## src/rtl/mem_port_arbiter_if.sv

```systemverilog
// ---------------------------------------------------------------------------
// mem_port_arbiter_if
// Bundles the signals between the pipeline stages, the arbiter and the
// single-port unified memory.
//   fetch side : if_req, if_addr  -> arbiter;  if_rdata, if_ack  <- arbiter
//   data side  : d_ren, d_wen, d_addr, d_wdata -> arbiter;
//                d_rdata, d_ack, bus_err <- arbiter
//   stalls     : stall_if, stall_mem <- arbiter (combinational)
//   memory     : mem_cs, mem_we, mem_addr, mem_dout <- arbiter (registered);
//                mem_din, mem_ack -> arbiter
// Modports: slave = the arbiter, master = pipeline + memory environment.
// ---------------------------------------------------------------------------
interface mem_port_arbiter_if #(
    parameter int ADDR_WIDTH = 32,
    parameter int DATA_WIDTH = 32
);
    logic                  if_req;
    logic [ADDR_WIDTH-1:0] if_addr;
    logic [DATA_WIDTH-1:0] if_rdata;
    logic                  if_ack;

    logic                  d_ren;
    logic                  d_wen;
    logic [ADDR_WIDTH-1:0] d_addr;
    logic [DATA_WIDTH-1:0] d_wdata;
    logic [DATA_WIDTH-1:0] d_rdata;
    logic                  d_ack;
    logic                  bus_err;

    logic                  stall_if;
    logic                  stall_mem;

    logic                  mem_cs;
    logic                  mem_we;
    logic [ADDR_WIDTH-1:0] mem_addr;
    logic [DATA_WIDTH-1:0] mem_dout;
    logic [DATA_WIDTH-1:0] mem_din;
    logic                  mem_ack;

    modport slave (
        input  if_req, if_addr, d_ren, d_wen, d_addr, d_wdata, mem_din, mem_ack,
        output if_rdata, if_ack, d_rdata, d_ack, bus_err, stall_if, stall_mem,
               mem_cs, mem_we, mem_addr, mem_dout
    );

    modport master (
        output if_req, if_addr, d_ren, d_wen, d_addr, d_wdata, mem_din, mem_ack,
        input  if_rdata, if_ack, d_rdata, d_ack, bus_err, stall_if, stall_mem,
               mem_cs, mem_we, mem_addr, mem_dout
    );
endinterface

```

## src/rtl/mem_port_arbiter.sv

```systemverilog
// ---------------------------------------------------------------------------
// mem_port_arbiter
// Shares one single-port unified memory between instruction fetch (IF) and
// load/store (MEM). Each access runs IDLE -> BUSY -> RESP; data requests win
// over fetches. A watchdog aborts an access that sees no mem_ack within
// TIMEOUT BUSY cycles and reports it with bus_err alongside the ack.
// Ports:
//   clk  - clock
//   rst  - synchronous reset, active low
//   bus  - mem_port_arbiter_if.slave (requests, responses, stalls, memory bus)
//
// state | meaning
// ------+------------------------------------------------------------
// IDLE  | no access open; grants data first, then fetch
// BUSY  | mem_cs high, waiting for mem_ack or the watchdog
// RESP  | one cycle with the owner's ack (and bus_err on abort) high
// ---------------------------------------------------------------------------
module mem_port_arbiter #(
    parameter int ADDR_WIDTH = 32,
    parameter int DATA_WIDTH = 32,
    parameter int TIMEOUT    = 255
) (
    input  logic               clk,
    input  logic               rst,
    mem_port_arbiter_if.slave  bus
);

    typedef enum logic [1:0] {
        ST_IDLE = 2'd0,
        ST_BUSY = 2'd1,
        ST_RESP = 2'd2
    } state_t;

    typedef enum logic {
        GNT_IF   = 1'b0,
        GNT_DATA = 1'b1
    } grant_t;

    // Counter runs 0..TIMEOUT-1 inside BUSY; reaching the last value without
    // an ack means TIMEOUT cycles have passed.
    localparam logic [7:0] LAST_CNT = 8'(TIMEOUT - 1);

    state_t     state, state_next;
    grant_t     grant, grant_next;
    logic [7:0] wait_cnt;
    logic       d_req;
    logic       start;
    logic       done_ok;
    logic       done_abort;

    assign d_req = bus.d_ren | bus.d_wen;

    always_ff @(posedge clk) begin
        if (!rst) begin
            state <= ST_IDLE;
            grant <= GNT_IF;
        end else begin
            state <= state_next;
            grant <= grant_next;
        end
    end

    always_comb begin
        state_next = state;
        grant_next = grant;
        start      = 1'b0;
        done_ok    = 1'b0;
        done_abort = 1'b0;
        case (state)
            ST_IDLE: begin
                // Data belongs to the older instruction, so it goes first.
                if (d_req) begin
                    state_next = ST_BUSY;
                    grant_next = GNT_DATA;
                    start      = 1'b1;
                end else if (bus.if_req) begin
                    state_next = ST_BUSY;
                    grant_next = GNT_IF;
                    start      = 1'b1;
                end
            end
            ST_BUSY: begin
                if (bus.mem_ack) begin
                    state_next = ST_RESP;
                    done_ok    = 1'b1;
                end else if (wait_cnt == LAST_CNT) begin
                    state_next = ST_RESP;
                    done_abort = 1'b1;
                end
            end
            ST_RESP: begin
                state_next = ST_IDLE;
            end
            default: begin
                state_next = ST_IDLE;
            end
        endcase
    end

    always_ff @(posedge clk) begin
        if (!rst) begin
            bus.mem_cs   <= 1'b0;
            bus.mem_we   <= 1'b0;
            bus.mem_addr <= {ADDR_WIDTH{1'b0}};
            bus.mem_dout <= {DATA_WIDTH{1'b0}};
            bus.if_rdata <= {DATA_WIDTH{1'b0}};
            bus.d_rdata  <= {DATA_WIDTH{1'b0}};
            bus.if_ack   <= 1'b0;
            bus.d_ack    <= 1'b0;
            bus.bus_err  <= 1'b0;
            wait_cnt     <= 8'd0;
        end else begin
            // Acks and bus_err are only ever set on the BUSY->RESP edge, so
            // clearing them by default makes them single-cycle pulses.
            bus.if_ack  <= 1'b0;
            bus.d_ack   <= 1'b0;
            bus.bus_err <= 1'b0;

            if (state == ST_BUSY) begin
                wait_cnt <= wait_cnt + 8'd1;
            end

            if (start) begin
                bus.mem_cs   <= 1'b1;
                bus.mem_addr <= d_req ? bus.d_addr : bus.if_addr;
                // Read and write together is served as a write.
                bus.mem_we   <= d_req & bus.d_wen;
                bus.mem_dout <= bus.d_wdata;
                wait_cnt     <= 8'd0;
            end

            if (done_ok) begin
                bus.mem_cs <= 1'b0;
                bus.mem_we <= 1'b0;
                if (grant == GNT_DATA) begin
                    bus.d_rdata <= bus.mem_din;
                    bus.d_ack   <= 1'b1;
                end else begin
                    bus.if_rdata <= bus.mem_din;
                    bus.if_ack   <= 1'b1;
                end
            end

            if (done_abort) begin
                // A write enable without chip select is meaningless, so it
                // drops together with mem_cs.
                bus.mem_cs  <= 1'b0;
                bus.mem_we  <= 1'b0;
                bus.bus_err <= 1'b1;
                if (grant == GNT_DATA) begin
                    bus.d_rdata <= {DATA_WIDTH{1'b0}};
                    bus.d_ack   <= 1'b1;
                end else begin
                    bus.if_rdata <= {DATA_WIDTH{1'b0}};
                    bus.if_ack   <= 1'b1;
                end
            end
        end
    end

    // A requester stops stalling in the RESP cycle that carries its own ack.
    assign bus.stall_if  = bus.if_req & ~((state == ST_RESP) & (grant == GNT_IF));
    assign bus.stall_mem = d_req      & ~((state == ST_RESP) & (grant == GNT_DATA));

endmodule

```

## src/flat_wrapper.sv

```systemverilog
// flat-port wrapper written by rule: the top's interface ports become plain ports
module mem_port_arbiter_flat 
#(
    parameter int ADDR_WIDTH = 32,
    parameter int DATA_WIDTH = 32,
    parameter int TIMEOUT    = 255
)
  (clk, rst, bus_if_req, bus_if_addr, bus_d_ren, bus_d_wen, bus_d_addr, bus_d_wdata, bus_mem_din, bus_mem_ack, bus_if_rdata, bus_if_ack, bus_d_rdata, bus_d_ack, bus_bus_err, bus_stall_if, bus_stall_mem, bus_mem_cs, bus_mem_we, bus_mem_addr, bus_mem_dout);
  mem_port_arbiter_if #(.ADDR_WIDTH(ADDR_WIDTH), .DATA_WIDTH(DATA_WIDTH)) bus_i ();
  input  logic clk;
  input  logic rst;
  input wire logic [$bits(bus_i.if_req)-1:0] bus_if_req;
  input wire logic [$bits(bus_i.if_addr)-1:0] bus_if_addr;
  input wire logic [$bits(bus_i.d_ren)-1:0] bus_d_ren;
  input wire logic [$bits(bus_i.d_wen)-1:0] bus_d_wen;
  input wire logic [$bits(bus_i.d_addr)-1:0] bus_d_addr;
  input wire logic [$bits(bus_i.d_wdata)-1:0] bus_d_wdata;
  input wire logic [$bits(bus_i.mem_din)-1:0] bus_mem_din;
  input wire logic [$bits(bus_i.mem_ack)-1:0] bus_mem_ack;
  output wire logic [$bits(bus_i.if_rdata)-1:0] bus_if_rdata;
  output wire logic [$bits(bus_i.if_ack)-1:0] bus_if_ack;
  output wire logic [$bits(bus_i.d_rdata)-1:0] bus_d_rdata;
  output wire logic [$bits(bus_i.d_ack)-1:0] bus_d_ack;
  output wire logic [$bits(bus_i.bus_err)-1:0] bus_bus_err;
  output wire logic [$bits(bus_i.stall_if)-1:0] bus_stall_if;
  output wire logic [$bits(bus_i.stall_mem)-1:0] bus_stall_mem;
  output wire logic [$bits(bus_i.mem_cs)-1:0] bus_mem_cs;
  output wire logic [$bits(bus_i.mem_we)-1:0] bus_mem_we;
  output wire logic [$bits(bus_i.mem_addr)-1:0] bus_mem_addr;
  output wire logic [$bits(bus_i.mem_dout)-1:0] bus_mem_dout;
  assign bus_i.if_req = bus_if_req;
  assign bus_i.if_addr = bus_if_addr;
  assign bus_i.d_ren = bus_d_ren;
  assign bus_i.d_wen = bus_d_wen;
  assign bus_i.d_addr = bus_d_addr;
  assign bus_i.d_wdata = bus_d_wdata;
  assign bus_i.mem_din = bus_mem_din;
  assign bus_i.mem_ack = bus_mem_ack;
  assign bus_if_rdata = bus_i.if_rdata;
  assign bus_if_ack = bus_i.if_ack;
  assign bus_d_rdata = bus_i.d_rdata;
  assign bus_d_ack = bus_i.d_ack;
  assign bus_bus_err = bus_i.bus_err;
  assign bus_stall_if = bus_i.stall_if;
  assign bus_stall_mem = bus_i.stall_mem;
  assign bus_mem_cs = bus_i.mem_cs;
  assign bus_mem_we = bus_i.mem_we;
  assign bus_mem_addr = bus_i.mem_addr;
  assign bus_mem_dout = bus_i.mem_dout;
  mem_port_arbiter #(.ADDR_WIDTH(ADDR_WIDTH), .DATA_WIDTH(DATA_WIDTH), .TIMEOUT(TIMEOUT)) u_core (.clk(clk), .rst(rst), .bus(bus_i));
endmodule
```

## config.mk

```make
export PLATFORM = sky130hd
export DESIGN_NAME = mem_port_arbiter_flat
export DESIGN_NICKNAME = d
export VERILOG_FILES = /design/src/rtl/mem_port_arbiter_if.sv /design/src/rtl/mem_port_arbiter.sv /design/src/flat_wrapper.sv
export SDC_FILE = /design/constraint.sdc
export NUM_CORES = 1
export LEC_CHECK = 0
export BUFFER_PORTS_ARGS = -buffer_cell sky130_fd_sc_hd__buf_2
export CORE_MARGIN = 1.5
export CORE_UTILIZATION = 45
export DETAILED_ROUTE_END_ITERATION = 8
export GPL_TIMING_DRIVEN = 0
export PLACE_DENSITY = 0.77
export SYNTH_ARGS = -nofsm -noshare
export SYNTH_HDL_FRONTEND = slang
export SYNTH_SLANG_ARGS = --single-unit
```

## constraint.sdc

```tcl
create_clock -name clk -period 1.8 [get_ports clk]
set_input_delay 0.36 -clock clk [delete_from_list [all_inputs] [get_ports clk]]
set_output_delay 0.36 -clock clk [all_outputs]
set_load 0.005 [all_outputs]
```

==> results.ini, run 1 <==
[clocking]
clock_sinks = 144
cts_tree = yes
cts_buffer_depth = 2
htreeDepth = 4
root_buffer = clkbuf_16
cts_made_buffers = 17
clk_pin_slew_ns = 0.06
insertion_delay_ns = 0.42

[worst_setup_path]
critPathLaunchType = register
cp.arrival_ns = 1.99
setup.worst_path.class = reg2reg
worstPathRequired_ns = 2.11
crit_fanout = 10
end_kind = register

[logic_synthesis]
synth-seq-cells = 144
yosysTopAreaCellShare_pct = 49.14
synth_edf_count = 0
synth_common_cells = dfxtp_1, a21oi_1, nand2_1
async_flop_share_pct = 0
synth_cell_types = 42
synth_most_common_cell = dfxtp_1
synthesis.area_sq_um = 5867
synth.avg_cell_area_sq_um = 8.334
seq_area_frac_synth_pct = 49.14
yosysWarnings = 0
netlist_top_cells_area = dfxtp_1, a21oi_1, a311oi_1
synth_cells = 704
syn_nets = 840
synth_top_area_cell = dfxtp_1
synth_ff_type = dfxtp_1

[route]
drc = 0
drt_pass1_iterations = 7
wl_per_cell_microns = 16.16
vias = 6451
drt_iter0_drc = 356
wl_microns = 19020
avgViaCountPerCell = 5.481
final_antenna_net_count = 0

[placement]
gp_congestion = 0.8675
numPortBuffers = 266
hpwlAfterDp_microns = 13810
dpl.cell_count = 1142

[power_and_ir_drop]
internal-power_w = 0.006081
p_switching_w = 0.002123
share_comb_of_total_power_pct = 14.8
finalPower_w = 0.008204
p_sw_share_pct = 25.88
p_per_area_nw_per_um2 = 1017
ir_worst_vdd_mv = 0.7079
power.sequential.fraction_pct = 42.7
leakage_nw = 3.500
power_frac_clock_pct = 42.5

[global_routing]
grt_pass1_vias = 5921
antenna_found_initial = 0
grt_max_degree = 17
grt_pass1_wl_microns = 29080
grt_overflow = 0
grt_usage_pct = 27.29

[worst_hold_path]
hp-class = in2reg

[layout]
fin_cells = 1177
fillers = 1176
register_area_sq_um = 2883
num_antenna_cells = 0
syn_to_final_growth_pct = 37.53
finish.utilization_pct = 63.68
fin_nets = 1129
multiInputGateArea_sq_um = 2629
layout-drive-gt1-share_pct = 35.32

[sta]
tightestPinTransition_ns = 0.5586
setup_violations = 0
hold_viol = 0
period_share_pct = 93.37
fin_setup_tns_ns = 0
fmax_mhz = 595.0
max_slew_margin_pct = 62.51
slew_violations = 0
fin_crit_ns = 1.681
fin_skew_ns = 0.008932
rsz0062_at_grt = true

[die]
die-area_sq_um = 13730
coreArea_sq_um = 12670
start_util_pct = 46.30
die_height_microns = 117.2
placementRows = 41
die_x_microns = 117.2
boundaryPins = 269

[run]
maxCapViolCount = 0

[outcome]
outcome = complete, no violations

==> cells by family after synthesis <==
group                      Yosys count  share of synthesized area [%]
AOI/OAI and AO/OA                  281                          29.09
and+or+nand+nor                    194                          14.65
DFF                                144                          49.14
buffers and inverters               81                          6.398
xor gates and xnor gates             2                         0.2986
adders and majority gates            2                         0.4265
==> path summary, 6_finish.rpt <==
check / startpoint / endpoint / slack [ns] / cells past startpoint
min reg2reg: u_core.bus.if_rdata[10] / u_core.bus.if_rdata[10] / 0.45 / 2
max reg2reg: u_core.state[0] / u_core.bus.if_rdata[1] / 0.12 / 6
max: u_core.state[0] / u_core.bus.if_rdata[1] / 0.12 / 6
min: bus_d_wdata[6] / u_core.bus.mem_dout[6] / 0.19 / 3
==> area by class of cell <==
class                           count  share of cell area (%)
Tap cell                          172                   2.667
Buffer                             74                   4.621
Sequential cell                   144                   35.73
Multi-Input combinational cell    479                   32.58
Clock inverter                     11                   1.752
Timing Repair Buffer              271                   16.96
Inverter                            6                  0.2791
Clock buffer                       20                   5.412
==> routing by layer <==
layer / global-route usage (%) / up-vias / wire length (microns)
met2: 45.12 / 240 / 9305
met3: 5.819 / 36 / 1241
met5: 0 / - / 0
met1: 34.29 / 3051 / 8013
met4: 12.29 / 0 / 460
li1: - / 3124 / -
==> power groups by stage <==
stage / registers (W) / clock network [W] / logic (W)
detailed placement: 0.00357 / 0 / 0.00119
global route: 0.00353 / 0.00365 / 0.00135
global placement: 0.00356 / 0 / 0.00118
CTS: 0.00350 / 0.00351 / 0.00120
floorplan: 0.00358 / 0 / 0.000602
finish: 0.00350 / 0.00348 / 0.00121
==> stage by stage <==
| stage | hold slack (ns) | instance area (sq um) | worst slack (ns) |
|---|---|---|---|
| after floorplan | 0.4501 | 5867 | 0.2490 |
| after global placement | 0.4399 | 7413 | -0.07849 |
| after detailed placement | 0.4470 | 7413 | -0.06871 |
| after CTS | 0.1735 | 8000 | 0.04676 |
| after global routing | 0.1884 | 8069 | 0.007040 |
| final | 0.1882 | 8069 | 0.1193 |
==> placed cells by master, fill, tap and decap left out, types with 2 or more instances in the layout <==
master	count
buf_2	287
dfxtp_1	144
a21oi_1	132
nand2_1	132
o21ai_0	71
a311oi_1	64
nand3_1	33
clkbuf_1	31
clkbuf_16	17
clkbuf_2	10
buf_4	7
inv_1	6
or3_1	5
clkbuf_4	5
clkinv_2	5
buf_6	4
buf_1	4
a21oi_2	4
nor2_1	4
nor2_2	3
bufinv_16	3
clkinv_4	3
a31oi_1	2
xnor2_1	2
a211oi_1	2
ha_1	2
==> timing repair <==
action,4_1_cts,5_1_grt
hold buffers,0,0
gates resized for setup,2,25
pin swaps,0,2
setup buffers,0,5
setup endpoints to repair,31,104
==> critical path, cell delays in order (launching register included) <==
cell and delay, ns:
dfxtp_1 0.30, buf_4 0.16, or3b_4 0.42, o41ai_4 0.28
buf_4 0.20, buf_6 0.16, a21oi_1 0.05
Note: power is estimated with default switching activity, not from simulation.
==> run 2: changes to the inputs <==
BUFFER_PORTS_ARGS = default   (was -buffer_cell sky130_fd_sc_hd__buf_2)
DONT_BUFFER_PORTS = 1   (was default)
PLACE_DENSITY = default   (was 0.77)
==> results.ini, run 2 (synthesized netlist as in run 1, its figures left out) <==
[power_and_ir_drop]
leakage_nw = 2.301  ; was 3.500 nW
p_per_area_nw_per_um2 = 1203  ; was 1017 nW/um^2
ir_worst_vdd_mv = 0.5895  ; was 0.7079 mV

[global_routing]
grt_usage_pct = 25.12  ; was 27.29%
grt_overflow = 0  ; unchanged
grt_pass1_wl_microns = 26510  ; was 29080 microns
antenna_found_initial = 0  ; unchanged
grt_pass1_vias = 5090  ; was 5921
grt_max_degree = 17  ; unchanged

[placement]
dpl.cell_count = 876  ; was 1142
place_area_sq_um = 6082  ; was 7413 sq um
gp_congestion = 0.8235  ; was 0.8675
hpwlAfterDp_microns = 12980  ; was 13810 microns
post-place-ws_ns = -0.07899  ; was -0.06871 ns
numPortBuffers = 0  ; was 266

[route]
wl_per_cell_microns = 19.46  ; was 16.16 microns
avgViaCountPerCell = 6.012  ; was 5.481
drt_iter0_drc = 247  ; was 356
drt_pass1_iterations = 5  ; was 7
drc = 0  ; unchanged
wl_microns = 17800  ; was 19020 microns
final_antenna_net_count = 0  ; unchanged
vias = 5501  ; was 6451

[worst_setup_path]
end_kind = register  ; unchanged
setup.worst_path.class = reg2reg  ; unchanged
worstPathRequired_ns = 2.11  ; about the same
timing.rr.end = u_core.bus.if_rdata[2]  ; was u_core.bus.if_rdata[1]
crit_fanout = 10  ; unchanged
reg2reg_depth = 6  ; unchanged
cp.arrival_ns = 2.01  ; was 1.99 ns
rrSetupSlack_ns = 0.1  ; was 0.12 ns
reg2reg_from = u_core.state[0]  ; unchanged
critPathLaunchType = register  ; unchanged

[sta]
max_slew_margin_pct = 60.07  ; was 62.51%
slew_violations = 0  ; unchanged
period_share_pct = 94.70  ; was 93.37%
setup_violations = 0  ; unchanged
final.hold.worst_slack_ns = 0.06663  ; was 0.1882 ns
fin_crit_ns = 1.705  ; was 1.681 ns
fin_ws_ns = 0.09549  ; was 0.1193 ns
fmax_mhz = 586.7  ; was 595.0 MHz
rsz0062_at_grt = false  ; was true
hold_viol = 0  ; unchanged
fin_skew_ns = 0.007128  ; was 0.008932 ns
tightestPinTransition_ns = 0.5950  ; was 0.5586 ns

[layout]
multiInputGateArea_sq_um = 2645  ; was 2629 sq um
syn_to_final_growth_pct = 16.29  ; was 37.53%
fin_nets = 866  ; was 1129
layout_commonest_cell = dfxtp_1  ; was buf_2
layout-drive-gt1-share_pct = 12.52  ; was 35.32%
fin_cells = 915  ; was 1177
fillers = 1246  ; was 1176
num_antenna_cells = 0  ; unchanged
register_area_sq_um = 2884  ; was 2883 sq um
layout_common_cells = dfxtp_1, a21oi_1, nand2_1  ; was buf_2, dfxtp_1, a21oi_1, nand2_1, o21ai_0
final_cell_area_sq_um = 6823  ; was 8069 sq um

[die]
die_height_microns = 117.2  ; unchanged
boundaryPins = 269  ; unchanged
start_util_pct = 46.30  ; unchanged
die-area_sq_um = 13730  ; unchanged
die_x_microns = 117.2  ; unchanged
placementRows = 41  ; unchanged
coreArea_sq_um = 12670  ; unchanged

[worst_hold_path]
min_path_cells = 2  ; was 3
hp-start = bus_mem_din[25]  ; was bus_d_wdata[6]
hp-class = in2reg  ; unchanged
hold_end = u_core.bus.if_rdata[25]  ; was u_core.bus.mem_dout[6]

[clocking]
htreeDepth = 4  ; unchanged
insertion_delay_ns = 0.42  ; about the same
cts_tree = yes  ; unchanged
clock_sinks = 144  ; unchanged
root_buffer = clkbuf_16  ; unchanged
cts_made_buffers = 17  ; unchanged
clk_pin_slew_ns = 0.06  ; about the same
cts_buffer_depth = 2  ; unchanged

[run]
maxCapViolCount = 0  ; unchanged

[outcome]
outcome = complete, no violations  ; unchanged

-- run 2: cell types whose count changed in the layout (fill, tap and decap cells not counted), sizes merged --
cell / before / now
o21bai: 2 / 3
clkinv: 8 / 6
buf: 302 / 43
clkbuf: 63 / 55
clkinvlp: 0 / 4
bufinv: 3 / 5
-- run 2: power by group --
part	internal, W	leakage, nW	switching, W
registers	0.00340	1.18	0.000174
logic	0.000289	0.817	0.000508
clock network	0.00245	0.305	0.00138
total	0.00614	2.30	0.00207
-- run 2: metrics by stage --
| stage | power (W) | TNS, ns | util (%) |
|---|---|---|---|
| after floorplan | 0.004185 | 0 | - |
| after global placement | 0.004387 | -0.03977 | 48.00 |
| after detailed placement | 0.004423 | -0.9618 | 48.00 |
| after CTS | 0.008232 | 0 | 53.17 |
| after global routing | 0.008504 | 0 | 53.85 |
| final | 0.008205 | 0 | 53.85 |
-- run 2: worst max-delay path by stage --
| stage | start | to | slack [ns] | depth (start not counted) |
|---|---|---|---|---|
| final | u_core.state[0] | u_core.bus.if_rdata[2] | 0.1 | 6 |
| after global routing | u_core.state[0] | u_core.bus.if_rdata[1] | 0.03 | 6 |
| after CTS | u_core.wait_cnt[5] | u_core.bus.if_rdata[1] | 0.02 | 4 |
| after detailed placement | bus_d_wen | u_core.bus.mem_addr[26] | -0.08 | 5 |
| after global placement | bus_d_wen | bus_stall_mem | -0.04 | 4 |
| after floorplan | bus_d_wen | u_core.bus.mem_addr[15] | 0.25 | 6 |
-- run 2: repair_timing --
item | 4_1_cts | 5_1_grt
gates cloned | 0 | 1
setup endpoints to repair | 33 | 113
pin swaps | 1 | 3
buffers inserted | 0 | 7
hold buffers | 0 | 0
gates resized for setup | 4 | 16
-- run 2: layout make-up --
cell class,instances,area share (%)
buffer,74,5.282
clock buffer,17,6.235
clock inverter,15,3.191
inverter,6,0.3301
multi-input combinational,480,38.77
sequential,144,42.27
tap,172,3.154
timing repair buffer,7,0.7702
-- run 2: metal layers --
layer	GRT usage, %	part of all wire, %
met5	0	0
met4	9.317	2.3
met3	10.66	10
met2	38.84	47
met1	31.27	41
-- run 2: critical path, stage by stage (launching register included) --
cell	delay (ns)
dfxtp_1	0.31
buf_4	0.16
or3b_4	0.42
o41ai_4	0.29
buf_4	0.22
buf_6	0.16
a21oi_1	0.05
==> run 3: changes to the inputs <==
ABC_AREA = 1   (was default)
==> results.ini, run 3 <==
[power_and_ir_drop]
finalPower_w = 0.008241  ; was 0.008205 W
ir_worst_vdd_mv = 0.5789  ; was 0.5895 mV
leakage_nw = 3.166  ; was 2.301 nW
p_per_area_nw_per_um2 = 1142  ; was 1203 nW/um^2

[worst_setup_path]
cpLargestDelayFamily = buffers and inverters  ; unchanged
setup.worst_path.class = reg2out  ; was reg2reg
end_kind = primary output  ; was register
cp_cell_sequence = clkbuf_4, buf_4, o21ai_0, inv_1  ; was buf_4, or3b_4, o41ai_4, buf_4, buf_6, a21oi_1
rrSetupSlack_ns = 0.12  ; was 0.1 ns
crit_fanout = 10  ; unchanged
critPathLaunchType = register  ; unchanged
reg2reg_depth = 8  ; was 6
cp.arrival_ns = 1.37  ; was 2.01 ns
reg2reg_from = u_core.wait_cnt[0]  ; was u_core.state[0]
critPathSlowestCell = dfxtp_1  ; was or3b_4
max_stage_delay_ns = 0.31  ; was 0.42 ns
worstPathRequired_ns = 1.44  ; was 2.11 ns
timing.rr.end = u_core.bus.if_rdata[28]  ; was u_core.bus.if_rdata[2]
crit_buf_inv = 3  ; unchanged

[sta]
tightestPinTransition_ns = 0.4889  ; was 0.5950 ns
setup_violations = 0  ; unchanged
period_share_pct = 96.01  ; was 94.70%
fin_crit_ns = 1.728  ; was 1.705 ns
slew_violations = 0  ; unchanged
fin_setup_tns_ns = 0  ; unchanged
rsz0062_at_grt = true  ; was false
fin_skew_ns = 0.007717  ; was 0.007128 ns
fmax_mhz = 578.7  ; was 586.7 MHz
hold_viol = 0  ; unchanged
final.hold.worst_slack_ns = 0.08831  ; was 0.06663 ns
max_slew_margin_pct = 67.40  ; was 60.07%

[global_routing]
grt_usage_pct = 23.99  ; was 25.12%
grt_pass1_wl_microns = 27640  ; was 26510 microns
antenna_found_initial = 2  ; was 0
grt_max_degree = 17  ; unchanged
grt_pass1_vias = 5520  ; was 5090
grt_overflow = 0  ; unchanged

[route]
wl_per_cell_microns = 15.42  ; was 19.46 microns
drt_iter0_drc = 340  ; was 247
wl_microns = 17780  ; was 17800 microns
vias = 5802  ; was 5501
avgViaCountPerCell = 5.032  ; was 6.012
final_antenna_net_count = 0  ; unchanged
drc = 0  ; unchanged
drt_pass1_iterations = 4  ; was 5

[clocking]
clock_sinks = 144  ; unchanged
cts_tree = yes  ; unchanged
cts_buffer_depth = 2  ; unchanged
insertion_delay_ns = 0.43  ; was 0.42 ns
root_buffer = clkbuf_16  ; unchanged
clk_pin_slew_ns = 0.06  ; about the same
htreeDepth = 4  ; unchanged
cts_made_buffers = 17  ; unchanged

[die]
coreArea_sq_um = 13770  ; was 12670 sq um
placementRows = 43  ; was 41
start_util_pct = 45.90  ; was 46.30%
boundaryPins = 269  ; unchanged
die_x_microns = 121.5  ; was 117.2 microns
die-area_sq_um = 14770  ; was 13730 sq um
die_height_microns = 121.5  ; was 117.2 microns

[logic_synthesis]
synth_edf_count = 0  ; unchanged
synth_common_cells = nor2_1, nand2_1, dfxtp_1  ; was dfxtp_1, a21oi_1, nand2_1
yosysTopAreaCellShare_pct = 45.60  ; was 49.14%
async_flop_share_pct = 0  ; unchanged
synth_most_common_cell = nor2_1  ; was dfxtp_1
synth_ff_type = dfxtp_1  ; unchanged
synth_top_area_cell = dfxtp_1  ; unchanged
synth_cells = 940  ; was 704
synth.avg_cell_area_sq_um = 6.726  ; was 8.334 sq um
synth_cell_types = 28  ; was 42
yosysWarnings = 0  ; unchanged
synth-seq-cells = 144  ; unchanged
seq_area_frac_synth_pct = 45.60  ; was 49.14%
syn_nets = 1076  ; was 840
netlist_top_cells_area = dfxtp_1, nor2_1, nand2_1  ; was dfxtp_1, a21oi_1, a311oi_1
synthesis.area_sq_um = 6322  ; was 5867 sq um

[worst_hold_path]
hold_end = u_core.bus.mem_we  ; was u_core.bus.if_rdata[25]
min_path_cells = 2  ; unchanged
hp-class = in2reg  ; unchanged
hp-start = bus_d_wen  ; was bus_mem_din[25]

[run]
maxCapViolCount = 0  ; unchanged

[outcome]
outcome = complete, no violations  ; unchanged

[placement]
numPortBuffers = 0  ; unchanged
dpl.cell_count = 1120  ; was 876
gp_congestion = 0.8173  ; was 0.8235
hpwlAfterDp_microns = 12880  ; was 12980 microns

[layout]
layout_common_cells = nor2_1, nand2_1, dfxtp_1  ; was dfxtp_1, a21oi_1, nand2_1
fin_cells = 1153  ; was 915
num_antenna_cells = 0  ; unchanged
fillers = 1450  ; was 1246
layout-drive-gt1-share_pct = 9.044  ; was 12.52%
fin_nets = 1096  ; was 866
finish.utilization_pct = 52.41  ; was 53.85%
layout_commonest_cell = nor2_1  ; was dfxtp_1
syn_to_final_growth_pct = 14.17  ; was 16.29%

-- run 3: report_power, final --
| group | switching, W | internal (W) |
|---|---|---|
| clock network | 0.00145 | 0.00234 |
| registers | 0.000193 | 0.00342 |
| logic | 0.000562 | 0.000275 |
| total | 0.00221 | 0.00603 |
-- run 3: how the worst max path moves through the flow --
stage	startpoint	endpoint	slack, ns	depth (start not counted)
final	u_core.grant	bus_stall_if	0.07	4
after global placement	u_core.wait_cnt[0]	u_core.bus.if_rdata[29]	-0.04	8
after detailed placement	u_core.wait_cnt[0]	u_core.bus.if_rdata[30]	-0.08	8
after floorplan	u_core.wait_cnt[0]	register	0.30	10
after CTS	u_core.grant	bus_stall_mem	-0.04	4
after global routing	u_core.wait_cnt[0]	u_core.bus.if_rdata[20]	-0.0009	8
-- run 3: metrics by stage --
| stage | setup slack, ns | instance area, sq um |
|---|---|---|
| after floorplan | 0.3048 | 6322 |
| after global placement | -0.04481 | 6548 |
| after detailed placement | -0.08303 | 6548 |
| after CTS | -0.03683 | 7183 |
| after global routing | -0.0008507 | 7218 |
| final | 0.07185 | 7218 |
-- run 3: repair_timing --
item / 4_1_cts / 5_1_grt
hold buffers: 0 / 0
gates resized for setup: 2 / 10
pin swaps: 0 / 2
setup endpoints to repair: 62 / 62
setup buffers: 0 / 2
cloned: 0 / 0
-- run 3: worst register-to-register path, stage by stage (launching register included) --
cell and delay, ns:
dfxtp_1 0.33, inv_2 0.09, ha_1 0.16, nand2_1 0.09, nor2_4 0.17, nand3_4 0.16, o21ai_2 0.29, buf_4 0.24
a21oi_1 0.06
-- run 3: cells by family after synthesis --
logic type               synth area share, %
XOR/XNOR                              0.1386
adder cells (fa/ha/maj)               0.3957
AO/OA/AOI/OAI                          9.302
buffers and inverters                  7.817
AND/OR/NAND/NOR                        36.75
flip-flops                             45.60
-- run 3: layout make-up --
class | instances | area (sq um) | share of cell area, %
plain buffers | 60 | 316.6 | 4.386
clock buffers | 17 | 425.4 | 5.894
clock inverters | 15 | 207.7 | 2.877
inverters | 50 | 190.2 | 2.635
multi-input cells | 685 | 2955 | 40.94
flip-flops and latches | 144 | 2883 | 39.94
well taps | 180 | 225.2 | 3.120
repair buffers | 2 | 15.01 | 0.2080
-- run 3: metal layers --
| metal | global-route usage [%] | routed length [microns] |
|---|---|---|
| met5 | 0 | 12 |
| met4 | 9.485 | 383 |
| met2 | 41.28 | 8562 |
| met1 | 27.17 | 7288 |
| met3 | 8.427 | 1531 |
